File: src/rtl/cpu_pkg.sv
// Shared CPU constants: datapath width, ROB tag width and the RV32I opcodes
// that reach the ALU reservation station.
package cpu_pkg;
  localparam int XLEN  = 32;
  localparam int ROB_W = 5;

  localparam logic [6:0] OP_LUI    = 7'b0110111;
  localparam logic [6:0] OP_AUIPC  = 7'b0010111;
  localparam logic [6:0] OP_IMM    = 7'b0010011;
  localparam logic [6:0] OP_REG    = 7'b0110011;
  localparam logic [6:0] OP_JALR   = 7'b1100111;
  localparam logic [6:0] OP_JAL    = 7'b1101111;
  localparam logic [6:0] OP_BRANCH = 7'b1100011;
endpackage

File: src/rtl/rs_prio_enc.sv
// Lowest-index-set priority encoder with a found flag; used for free-slot
// and ready-slot selection in the reservation station.
module rs_prio_enc #(
  parameter int DEPTH = 8,
  parameter int IDX_W = $clog2(DEPTH)
) (
  input  logic [DEPTH-1:0] i_req,
  output logic [IDX_W-1:0] o_idx,
  output logic             o_found
);
  // Scanning downwards lets the lowest set bit win.
  always_comb begin
    o_idx   = '0;
    o_found = 1'b0;
    for (int i = DEPTH - 1; i >= 0; i--) begin
      if (i_req[i]) begin
        o_idx   = IDX_W'(i);
        o_found = 1'b1;
      end
    end
  end
endmodule

File: src/rtl/rs_alu.sv
// ALU reservation station: holds dispatched ALU/branch/jump ops until both
// operands arrive over the ALU or load/store CDB, then issues one per cycle.
module rs_alu
  import cpu_pkg::*;
#(
  parameter int DEPTH = 8,
  parameter int IDX_W = 3,
  parameter int ROB_W = cpu_pkg::ROB_W
) (
  input  logic             clk,
  input  logic             rst,
  input  logic             clear_i,
  input  logic             disp_en_i,
  input  logic [6:0]       disp_OP_i,
  input  logic [6:0]       disp_Funct7_i,
  input  logic [2:0]       disp_Funct3_i,
  input  logic [XLEN-1:0]  disp_Imm_i,
  input  logic [XLEN-1:0]  disp_pc_i,
  input  logic [ROB_W-1:0] disp_ROB_id_i,
  input  logic             disp_Qj_busy_i,
  input  logic [ROB_W-1:0] disp_Qj_i,
  input  logic [XLEN-1:0]  disp_Vj_i,
  input  logic             disp_Qk_busy_i,
  input  logic [ROB_W-1:0] disp_Qk_i,
  input  logic [XLEN-1:0]  disp_Vk_i,
  input  logic             cdb_en_i,
  input  logic [ROB_W-1:0] cdb_id_ROB_i,
  input  logic [XLEN-1:0]  cdb_data_i,
  input  logic             lsb_cdb_en_i,
  input  logic [ROB_W-1:0] lsb_cdb_id_ROB_i,
  input  logic [XLEN-1:0]  lsb_cdb_data_i,
  output logic             full_o,
  output logic             en_o,
  output logic [XLEN-1:0]  A_o,
  output logic [XLEN-1:0]  B_o,
  output logic [XLEN-1:0]  Imm_o,
  output logic [XLEN-1:0]  pc_o,
  output logic [6:0]       OP_o,
  output logic [6:0]       Funct7_o,
  output logic [2:0]       Funct3_o,
  output logic [ROB_W-1:0] ROB_id_o
);
  logic [DEPTH-1:0] r_busy;
  logic [DEPTH-1:0] r_qj_busy;
  logic [DEPTH-1:0] r_qk_busy;
  logic [ROB_W-1:0] r_qj  [DEPTH];
  logic [ROB_W-1:0] r_qk  [DEPTH];
  logic [ROB_W-1:0] r_rob [DEPTH];
  logic [XLEN-1:0]  r_vj  [DEPTH];
  logic [XLEN-1:0]  r_vk  [DEPTH];
  logic [XLEN-1:0]  r_imm [DEPTH];
  logic [XLEN-1:0]  r_pc  [DEPTH];
  logic [6:0]       r_op  [DEPTH];
  logic [6:0]       r_f7  [DEPTH];
  logic [2:0]       r_f3  [DEPTH];

  logic [DEPTH-1:0] w_free;
  logic [DEPTH-1:0] w_ready;
  logic [IDX_W-1:0] w_free_idx;
  logic [IDX_W-1:0] w_rdy_idx;
  logic             w_free_found;
  logic             w_rdy_found;
  logic             w_disp_fire;
  logic             w_qj_hit_alu, w_qj_hit_lsb, w_qk_hit_alu, w_qk_hit_lsb;
  logic             w_disp_qj_busy, w_disp_qk_busy;
  logic [XLEN-1:0]  w_disp_vj, w_disp_vk;

  // Readiness looks only at registered state, so a wake-up never issues in the same cycle.
  assign w_free      = ~r_busy;
  assign w_ready     = r_busy & ~r_qj_busy & ~r_qk_busy;
  assign full_o      = &r_busy;
  assign w_disp_fire = disp_en_i && !full_o;

  rs_prio_enc #(.DEPTH(DEPTH), .IDX_W(IDX_W)) u_free_enc (
    .i_req   (w_free),
    .o_idx   (w_free_idx),
    .o_found (w_free_found)
  );

  rs_prio_enc #(.DEPTH(DEPTH), .IDX_W(IDX_W)) u_rdy_enc (
    .i_req   (w_ready),
    .o_idx   (w_rdy_idx),
    .o_found (w_rdy_found)
  );

  // Dispatch-time bypass; the ALU CDB wins if both buses match.
  assign w_qj_hit_alu   = cdb_en_i && (cdb_id_ROB_i == disp_Qj_i);
  assign w_qj_hit_lsb   = lsb_cdb_en_i && (lsb_cdb_id_ROB_i == disp_Qj_i);
  assign w_qk_hit_alu   = cdb_en_i && (cdb_id_ROB_i == disp_Qk_i);
  assign w_qk_hit_lsb   = lsb_cdb_en_i && (lsb_cdb_id_ROB_i == disp_Qk_i);
  assign w_disp_qj_busy = disp_Qj_busy_i && !w_qj_hit_alu && !w_qj_hit_lsb;
  assign w_disp_qk_busy = disp_Qk_busy_i && !w_qk_hit_alu && !w_qk_hit_lsb;
  assign w_disp_vj = !disp_Qj_busy_i ? disp_Vj_i :
                     w_qj_hit_alu    ? cdb_data_i :
                     w_qj_hit_lsb    ? lsb_cdb_data_i : disp_Vj_i;
  assign w_disp_vk = !disp_Qk_busy_i ? disp_Vk_i :
                     w_qk_hit_alu    ? cdb_data_i :
                     w_qk_hit_lsb    ? lsb_cdb_data_i : disp_Vk_i;

  always_ff @(posedge clk) begin
    if (rst || clear_i) begin
      r_busy   <= '0;
      en_o     <= 1'b0;
      A_o      <= '0;
      B_o      <= '0;
      Imm_o    <= '0;
      pc_o     <= '0;
      OP_o     <= '0;
      Funct7_o <= '0;
      Funct3_o <= '0;
      ROB_id_o <= '0;
    end else begin
      if (w_rdy_found) begin
        en_o              <= 1'b1;
        A_o               <= r_vj[w_rdy_idx];
        B_o               <= r_vk[w_rdy_idx];
        Imm_o             <= r_imm[w_rdy_idx];
        pc_o              <= r_pc[w_rdy_idx];
        OP_o              <= r_op[w_rdy_idx];
        Funct7_o          <= r_f7[w_rdy_idx];
        Funct3_o          <= r_f3[w_rdy_idx];
        ROB_id_o          <= r_rob[w_rdy_idx];
        r_busy[w_rdy_idx] <= 1'b0;
      end else begin
        en_o     <= 1'b0;
        A_o      <= '0;
        B_o      <= '0;
        Imm_o    <= '0;
        pc_o     <= '0;
        OP_o     <= '0;
        Funct7_o <= '0;
        Funct3_o <= '0;
        ROB_id_o <= '0;
      end

      for (int i = 0; i < DEPTH; i++) begin
        if (r_busy[i] && r_qj_busy[i]) begin
          if (cdb_en_i && (r_qj[i] == cdb_id_ROB_i)) begin
            r_vj[i]      <= cdb_data_i;
            r_qj_busy[i] <= 1'b0;
          end else if (lsb_cdb_en_i && (r_qj[i] == lsb_cdb_id_ROB_i)) begin
            r_vj[i]      <= lsb_cdb_data_i;
            r_qj_busy[i] <= 1'b0;
          end
        end
        if (r_busy[i] && r_qk_busy[i]) begin
          if (cdb_en_i && (r_qk[i] == cdb_id_ROB_i)) begin
            r_vk[i]      <= cdb_data_i;
            r_qk_busy[i] <= 1'b0;
          end else if (lsb_cdb_en_i && (r_qk[i] == lsb_cdb_id_ROB_i)) begin
            r_vk[i]      <= lsb_cdb_data_i;
            r_qk_busy[i] <= 1'b0;
          end
        end
      end

      // The free slot comes from pre-edge state, so it never collides with the issued one.
      if (w_disp_fire && w_free_found) begin
        r_busy[w_free_idx]    <= 1'b1;
        r_qj_busy[w_free_idx] <= w_disp_qj_busy;
        r_qk_busy[w_free_idx] <= w_disp_qk_busy;
        r_qj[w_free_idx]      <= disp_Qj_i;
        r_qk[w_free_idx]      <= disp_Qk_i;
        r_vj[w_free_idx]      <= w_disp_vj;
        r_vk[w_free_idx]      <= w_disp_vk;
        r_imm[w_free_idx]     <= disp_Imm_i;
        r_pc[w_free_idx]      <= disp_pc_i;
        r_op[w_free_idx]      <= disp_OP_i;
        r_f7[w_free_idx]      <= disp_Funct7_i;
        r_f3[w_free_idx]      <= disp_Funct3_i;
        r_rob[w_free_idx]     <= disp_ROB_id_i;
      end
    end
  end
endmodule

File: config.mk
export PLATFORM = sky130hd
export DESIGN_NAME = rs_alu
export DESIGN_NICKNAME = d
export VERILOG_FILES = /design/src/rtl/cpu_pkg.sv /design/src/rtl/rs_prio_enc.sv /design/src/rtl/rs_alu.sv
export SDC_FILE = /design/constraint.sdc
export NUM_CORES = 2
export LEC_CHECK = 0
export CAP_MARGIN = 15
export CORE_AREA = 2 2 389 391
export DETAILED_ROUTE_END_ITERATION = 7
export DIE_AREA = 0 0 391 393
export GPL_TIMING_DRIVEN = 0
export PLACE_DENSITY = 0.61
export SLEW_MARGIN = 20
export SYNTH_ARGS = -nofsm -noshare
export SYNTH_HDL_FRONTEND = slang
export SYNTH_SLANG_ARGS = --single-unit
File: constraint.sdc
create_clock -name clk -period 9.7 [get_ports clk]
set_input_delay 2.425 -clock clk [delete_from_list [all_inputs] [get_ports clk]]
set_output_delay 2.425 -clock clk [all_outputs]
set_load 0.02 [all_outputs]
## Yosys cells after proc, flatten, opt, wreduce, memory -nomap -nowiden

Memories as Yosys holds them, arrays and structs flattened. A register that Yosys moved wholly into a read port is not among the register bits.
Index checks and enable logic that the tools add are counted.
W data, S select, Z words.

- Register bits: 25
- Bits in writable memories: 1280
- Input port bits: 242
- Word-level logic and storage cells: 424
- Memories: 10

Memories:

| memory | depth | bits a word | read ports | clocked after Yosys merged registers in | wr ports | line | source |
|---|---|---|---|---|---|---|---|
| r_imm | 8 | 32 | 1 | 1 | 1 | rs_alu.sv:51 | `logic [XLEN-1:0] r_imm [DEPTH];` |
| r_pc | 8 | 32 | 1 | 1 | 1 | rs_alu.sv:52 | `logic [XLEN-1:0] r_pc [DEPTH];` |
| r_vj | 8 | 32 | 1 | 1 | 9 | rs_alu.sv:49 | `logic [XLEN-1:0] r_vj [DEPTH];` |
| r_vk | 8 | 32 | 1 | 1 | 9 | rs_alu.sv:50 | `logic [XLEN-1:0] r_vk [DEPTH];` |
| r_f7 | 8 | 7 | 1 | 1 | 1 | rs_alu.sv:54 | `logic [6:0] r_f7 [DEPTH];` |
| r_op | 8 | 7 | 1 | 1 | 1 | rs_alu.sv:53 | `logic [6:0] r_op [DEPTH];` |
| +4 memories | n/a | n/a | n/a | n/a | n/a | n/a |  |

- Magnitude comparators: 4
- Eq/ne operators: 36
- Mux-type cells: 277
- Bitwise logic cells: 25
- Reduce and logical (&&, ||, !) cells: 68

Operator list:

| kind | number |
|---|---|
| $mux W32 | 22 |
| $mux W1 | 230 |
| $eq A5 B5 Y1 | 36 |
| $logic_and A1 B1 Y1 | 60 |
| $mux W3 | 16 |
| $mux W8 | 5 |
| $not A8 Y8 | 4 |
| $and A8 B8 Y8 | 3 |
| $bwmux W8 | 2 |
| $or A1 B1 Y1 | 16 |
| $lt A3 B4 Y1 const B | 2 |
| $or A8 B8 Y8 | 1 |
| $reduce_and A8 Y1 | 1 |
| $demux W1 S3 | 2 |
| $ge A3 B1 Y1 const B | 2 |
| $logic_not A1 Y1 | 5 |
| $reduce_or A2 Y1 | 1 |
| $logic_or A1 B1 Y1 | 1 |
| $not A1 Y1 | 1 |

## Logic depth before layout (Yosys ltp)

- Word-level depth: 21
- Depth in mapped cells: 10

## By module

Synthesis repeated with hierarchy kept, for this count alone.

- Cell total of the unflattened synthesis: 4333
- Area, all modules: 68116.6 um^2

By module, submodules not included:

| module | instances | cells an instance | area an instance (um^2) | seq. area each (um^2) |
|---|---|---|---|---|
| rs_alu | 1 | 4307 | 67956.4 | 42100.4 |
| rs_prio_enc | 2 | 13 | 80.1 | 0.0 |

## Worst setup path after synthesis

Ideal clock, no wire load.

- Path kind: input-to-reg
- From: input disp_en_i
- To: memory r_vk[6][10] (data pin)
- Library setup time: 400 ps
- Arrival: 6518 ps
- Path slack: 2781 ps
- Stages on the path: 7
- Buffers on the path: 2
- Path through: buf_2 > nand4_1 > a211oi_1 > nand2_1 > nor2_1 > buf_1 > mux2i_1

RTL lines:

| element | line | source |
|---|---|---|
| from (decl) | rs_alu.sv:13 | `input logic disp_en_i,` |
| to (decl) | rs_alu.sv:50 |  |

==> flow_results.xml <==
<?xml version="1.0" encoding="UTF-8"?>
<metrics>
  <group name="status">
    <metric name="status" unit="">complete, but fails checks</metric>
    <metric name="violations" unit="">design-rule violations</metric>
  </group>
  <group name="drt">
    <metric name="routed_wirelength" unit="um">279100</metric>
    <metric name="drt-pass1-iter-count" unit="">8</metric>
    <metric name="via_per_inst" unit="">6.522</metric>
    <metric name="first_iter_violations" unit="">7564</metric>
    <metric name="detail_route.wl_per_cell" unit="um">36.20</metric>
    <metric name="post_drt_antenna_nets" unit="">0</metric>
    <metric name="dr_total_vias" unit="">50294</metric>
    <metric name="remaining_drc_errors" unit="">4</metric>
  </group>
  <group name="floorplan">
    <metric name="die_w" unit="um">391</metric>
    <metric name="floorplan.die.height" unit="um">393</metric>
    <metric name="core_region_area" unit="mm^2">0.1492</metric>
    <metric name="fp-row-count" unit="">142</metric>
    <metric name="initial_utilization" unit="%">44.87</metric>
    <metric name="io-pin-count" unit="">394</metric>
    <metric name="area_of_the_die" unit="mm^2">0.1537</metric>
  </group>
  <group name="layout">
    <metric name="finish.cell_count_without_fillers" unit="">7712</metric>
    <metric name="layout.cell_area.non_filler" unit="mm^2">0.07976</metric>
    <metric name="mostFrequentLayoutCell" unit="">sky130_fd_sc_hd__edfxtp_1</metric>
    <metric name="areaGrowthSynthToFinish" unit="%">19.10</metric>
    <metric name="finish.net_count" unit="">5858</metric>
    <metric name="drive_gt1_share" unit="%">9.925</metric>
    <metric name="mostFrequentLayoutCells" unit="">1296 x sky130_fd_sc_hd__edfxtp_1, 866 x sky130_fd_sc_hd__mux2i_1, 407 x sky130_fd_sc_hd__nand2_1</metric>
  </group>
  <group name="pwr">
    <metric name="power" unit="mW">14.01</metric>
    <metric name="vdd_ir_drop_max" unit="V">0.0001586</metric>
    <metric name="switching_power" unit="mW">3.209</metric>
    <metric name="share_comb_of_total_power" unit="%">5.6</metric>
    <metric name="p_int" unit="mW">10.80</metric>
    <metric name="power.density_cell_area" unit="mW/mm^2">175.6</metric>
    <metric name="cellLeakagePower" unit="nW">28.50</metric>
    <metric name="switching_share" unit="%">22.90</metric>
    <metric name="power_frac_clock" unit="%">45.4</metric>
    <metric name="sequentialPowerShare" unit="%">49.0</metric>
  </group>
  <group name="placed_design">
    <metric name="finalWeightedCongestion" unit="">1.047</metric>
    <metric name="placed_cells_incl_taps" unit="">7401</metric>
    <metric name="io_buffers" unit="">324</metric>
    <metric name="hpwl" unit="um">193700</metric>
    <metric name="post_place_setup_slack" unit="ns">1.830</metric>
    <metric name="detailed_place.area" unit="mm^2">0.07427</metric>
  </group>
  <group name="setup_path">
    <metric name="cp_num_buf_inv" unit="">8</metric>
    <metric name="timing.critical_path.mode_cell" unit="">sky130_fd_sc_hd__clkbuf_1</metric>
    <metric name="critical_path_peak_fanout" unit="">13</metric>
    <metric name="critPathTopFamily" unit="">buffers and inverters</metric>
    <metric name="slowest_delay" unit="ns">0.86</metric>
    <metric name="cpMaxStageDelayCell" unit="">sky130_fd_sc_hd__clkbuf_1</metric>
    <metric name="critPathLaunchType" unit="">primary input</metric>
    <metric name="setup.worst_path.class" unit="">in2reg</metric>
    <metric name="cp_data_arrival_time" unit="ns">7.21</metric>
    <metric name="worst_setup_path_end_kind" unit="">flip-flop</metric>
    <metric name="cp.required" unit="ns">10.28</metric>
    <metric name="path_cells" unit="">clkdlybuf4s50_1 -&gt; or2_2 -&gt; clkbuf_1 -&gt; clkbuf_1 -&gt; clkbuf_1 -&gt; clkbuf_1 -&gt; clkbuf_2 -&gt; nor2_4 -&gt; buf_16 -&gt; buf_16</metric>
  </group>
  <group name="timing">
    <metric name="timing.final.ws_setup" unit="ns">3.065</metric>
    <metric name="layout_min_cycle_time" unit="ns">6.635</metric>
    <metric name="final.period_utilization" unit="%">68.40</metric>
    <metric name="worstMarginPinSlew" unit="ns">1.367</metric>
    <metric name="timing.final.setup_violations" unit="">0</metric>
    <metric name="slew_viol_final" unit="">0</metric>
    <metric name="rsz_0062_raised_after_global_routing" unit="">false</metric>
    <metric name="finalClockSkew" unit="ns">0.02164</metric>
    <metric name="timing.slew.headroom" unit="%">8.863</metric>
    <metric name="top_achievable_clock_speed" unit="MHz">150.7</metric>
    <metric name="hold_violations_final" unit="">0</metric>
  </group>
  <group name="global_route">
    <metric name="grt_use_total" unit="%">35.46</metric>
    <metric name="grt_start_max_net_pins" unit="">79</metric>
    <metric name="gr-total-overflow" unit="">0</metric>
    <metric name="first_global_vias" unit="">48033</metric>
    <metric name="antenna_found_initial" unit="">29</metric>
    <metric name="grt_first_pass_wirelength" unit="um">376900</metric>
  </group>
  <group name="clock_network">
    <metric name="maximum_buffer_depth_of_the_clock_tree" unit="">3</metric>
    <metric name="numCtsBuffers" unit="">157</metric>
    <metric name="tritoncts" unit="">built</metric>
    <metric name="cts.clk_slew.worst_paths" unit="ns">0.06</metric>
    <metric name="insertion_delay_to_the_later_sink_of_the_worst_skew_pair" unit="ns">0.83</metric>
    <metric name="post_cts.repair.setup_buffers" unit="">0</metric>
    <metric name="cts.sinks" unit="">1455</metric>
    <metric name="buffer_cell_driving_the_clock_tree_root" unit="">sky130_fd_sc_hd__clkbuf_16</metric>
    <metric name="clock_tree.htree_level_count" unit="">4</metric>
    <metric name="holdBufCountCts" unit="">0</metric>
    <metric name="ctsResizeCount" unit="">0</metric>
  </group>
  <group name="hold_path">
    <metric name="min_path_type" unit="">reg2reg</metric>
  </group>
  <group name="logic_synthesis">
    <metric name="synthesis.instances" unit="">5073</metric>
    <metric name="mappedNetlistArea" unit="mm^2">0.06697</metric>
    <metric name="async_flop_share" unit="%">0</metric>
    <metric name="mean_instance_size_in_the_synthesized_netlist" unit="um^2">13.20</metric>
    <metric name="synth_top_cell_by_area" unit="">sky130_fd_sc_hd__edfxtp_1</metric>
    <metric name="yosysTopAreaCellShare" unit="%">58.11</metric>
    <metric name="ys_ff_latch" unit="">1455</metric>
    <metric name="syn-num-nets" unit="">5315</metric>
    <metric name="top_ff_cell_synth" unit="">sky130_fd_sc_hd__edfxtp_1</metric>
    <metric name="ys_types" unit="">61</metric>
    <metric name="synth-warning-count" unit="">0</metric>
    <metric name="yosysSeqAreaShare" unit="%">62.87</metric>
    <metric name="synth_enable_flop_cells" unit="">1296</metric>
    <metric name="synthTopCellsByArea" unit="">sky130_fd_sc_hd__edfxtp_1 58%, sky130_fd_sc_hd__mux2i_1 13%, sky130_fd_sc_hd__dfxtp_1 4.8%, sky130_fd_sc_hd__a211oi_1 2.5%, sky130_fd_sc_hd__a21oi_1 2.3%</metric>
  </group>
  <group name="run">
    <metric name="max_cap_violations" unit="">0</metric>
  </group>
</metrics>
## layer usage
| metal | part of all wire, % | vias up | global-route usage (%) |
|---|---|---|---|
| li1 | - | 20767 | - |
| met1 | 38 | 25116 | 45.98 |
| met2 | 43 | 3594 | 52.57 |
| met3 | 12 | 795 | 9.830 |
| met4 | 6.9 | 22 | 22.31 |
| met5 | 0.062 | - | 0 |
## synth_stat cells (3+ instances only)
cell,count
sky130_fd_sc_hd__edfxtp_1,1296
sky130_fd_sc_hd__mux2i_1,866
sky130_fd_sc_hd__nand2_1,408
sky130_fd_sc_hd__clkbuf_1,361
sky130_fd_sc_hd__a21oi_1,307
sky130_fd_sc_hd__nand3_1,250
sky130_fd_sc_hd__a211oi_1,223
sky130_fd_sc_hd__o22ai_1,174
sky130_fd_sc_hd__dfxtp_1,159
sky130_fd_sc_hd__xor2_1,120
sky130_fd_sc_hd__buf_2,90
sky130_fd_sc_hd__nor2_1,90
sky130_fd_sc_hd__a222oi_1,82
sky130_fd_sc_hd__a22o_1,82
sky130_fd_sc_hd__mux2_2,80
sky130_fd_sc_hd__buf_1,66
sky130_fd_sc_hd__o221ai_1,64
sky130_fd_sc_hd__xnor2_1,60
sky130_fd_sc_hd__o21ai_0,48
sky130_fd_sc_hd__o22a_1,32
sky130_fd_sc_hd__o2bb2ai_1,32
sky130_fd_sc_hd__nor4_1,29
sky130_fd_sc_hd__and3_1,16
sky130_fd_sc_hd__mux2_1,14
sky130_fd_sc_hd__buf_4,13
sky130_fd_sc_hd__inv_1,13
sky130_fd_sc_hd__nand4_1,9
sky130_fd_sc_hd__nor3_1,7
sky130_fd_sc_hd__o211ai_1,7
sky130_fd_sc_hd__buf_6,6
sky130_fd_sc_hd__o21a_1,6
sky130_fd_sc_hd__a31oi_1,5
sky130_fd_sc_hd__or2_2,5
sky130_fd_sc_hd__nand2b_1,4
sky130_fd_sc_hd__or3b_2,4
sky130_fd_sc_hd__a31o_2,3
sky130_fd_sc_hd__and2_1,3
sky130_fd_sc_hd__and4_1,3
sky130_fd_sc_hd__nand4b_1,3
sky130_fd_sc_hd__or4b_2,3
## metrics by stage
step / util, % / setup TNS (ns) / hold WS (ns)
after floorplan: - / 0 / 0.4813
after global placement: 48.67 / -738.87 / 0.4972
after detailed placement: 49.76 / 0 / 0.5020
after CTS: 53.41 / 0 / 0.5158
after global routing: 53.43 / 0 / 0.5486
final: 53.44 / 0 / 0.5139
## power by group through the flow
stage | registers [mW] | clock network, mW | logic, mW
after floorplan | 7.01 | 0 | 0.360
final | 6.87 | 6.36 | 0.783
after detailed placement | 7.00 | 0 | 0.754
after global placement | 7.00 | 0 | 0.734
after global routing | 6.87 | 6.62 | 0.808
after CTS | 6.87 | 6.38 | 0.756
## worst paths after layout
path	start	to	slack [ns]	cells past startpoint
setup / recovery	rst	r_vj[6][21]$_DFFE_PP_	3.06	10
hold / removal	r_imm[5][23]$_DFFE_PP_	Imm_o[23]$_SDFF_PP0_	0.51	2
setup reg to reg	r_qk_busy[1]$_DFFE_PP_	B_o[24]$_SDFF_PP0_	4.77	8
hold reg to reg	r_imm[5][23]$_DFFE_PP_	Imm_o[23]$_SDFF_PP0_	0.51	2
## registers in the layout, indices dropped and copies added (netlist names), 24 cells and up
signal	cells
A_o	32
B_o	32
Imm_o	32
pc_o	32
r_f3	24
r_f7	56
r_imm	256
r_op	56
r_pc	256
r_qj	40
r_qk	40
r_rob	40
r_vj	256
r_vk	256
## worst reg2reg max path, delay by kind of cell (launching register included)
kind / cells / cell delay (ns)
AO/OA/AOI/OAI: 1 / 0.18
buffers and inverters: 3 / 1.58
flip-flops: 1 / 0.46
multiplexers: 1 / 0.93
AND/OR/NAND/NOR: 3 / 1.56
## cells by family after synthesis
group	Yosys count	synth area share [%]
AO/OA/AOI/OAI	1077	11.13
XOR/XNOR	180	2.354
buffers and inverters	549	3.385
flip-flops	1455	62.87
AND/OR/NAND/NOR	852	5.738
multiplexers	960	14.52
## area by class of cell
cell class / count / area [um^2]
Fill cell: 12627 / 69480
Clock inverter: 69 / 959.7
Buffer: 536 / 2271
Inverter: 13 / 86.33
Sequential cell: 1455 / 42100
Timing Repair Buffer: 384 / 4578
Multi-Input combinational cell: 3069 / 22810
Tap cell: 1944 / 2432
Clock buffer: 227 / 4486
Antenna cell: 15 / 37.54
(Power assumes the default switching activity.)
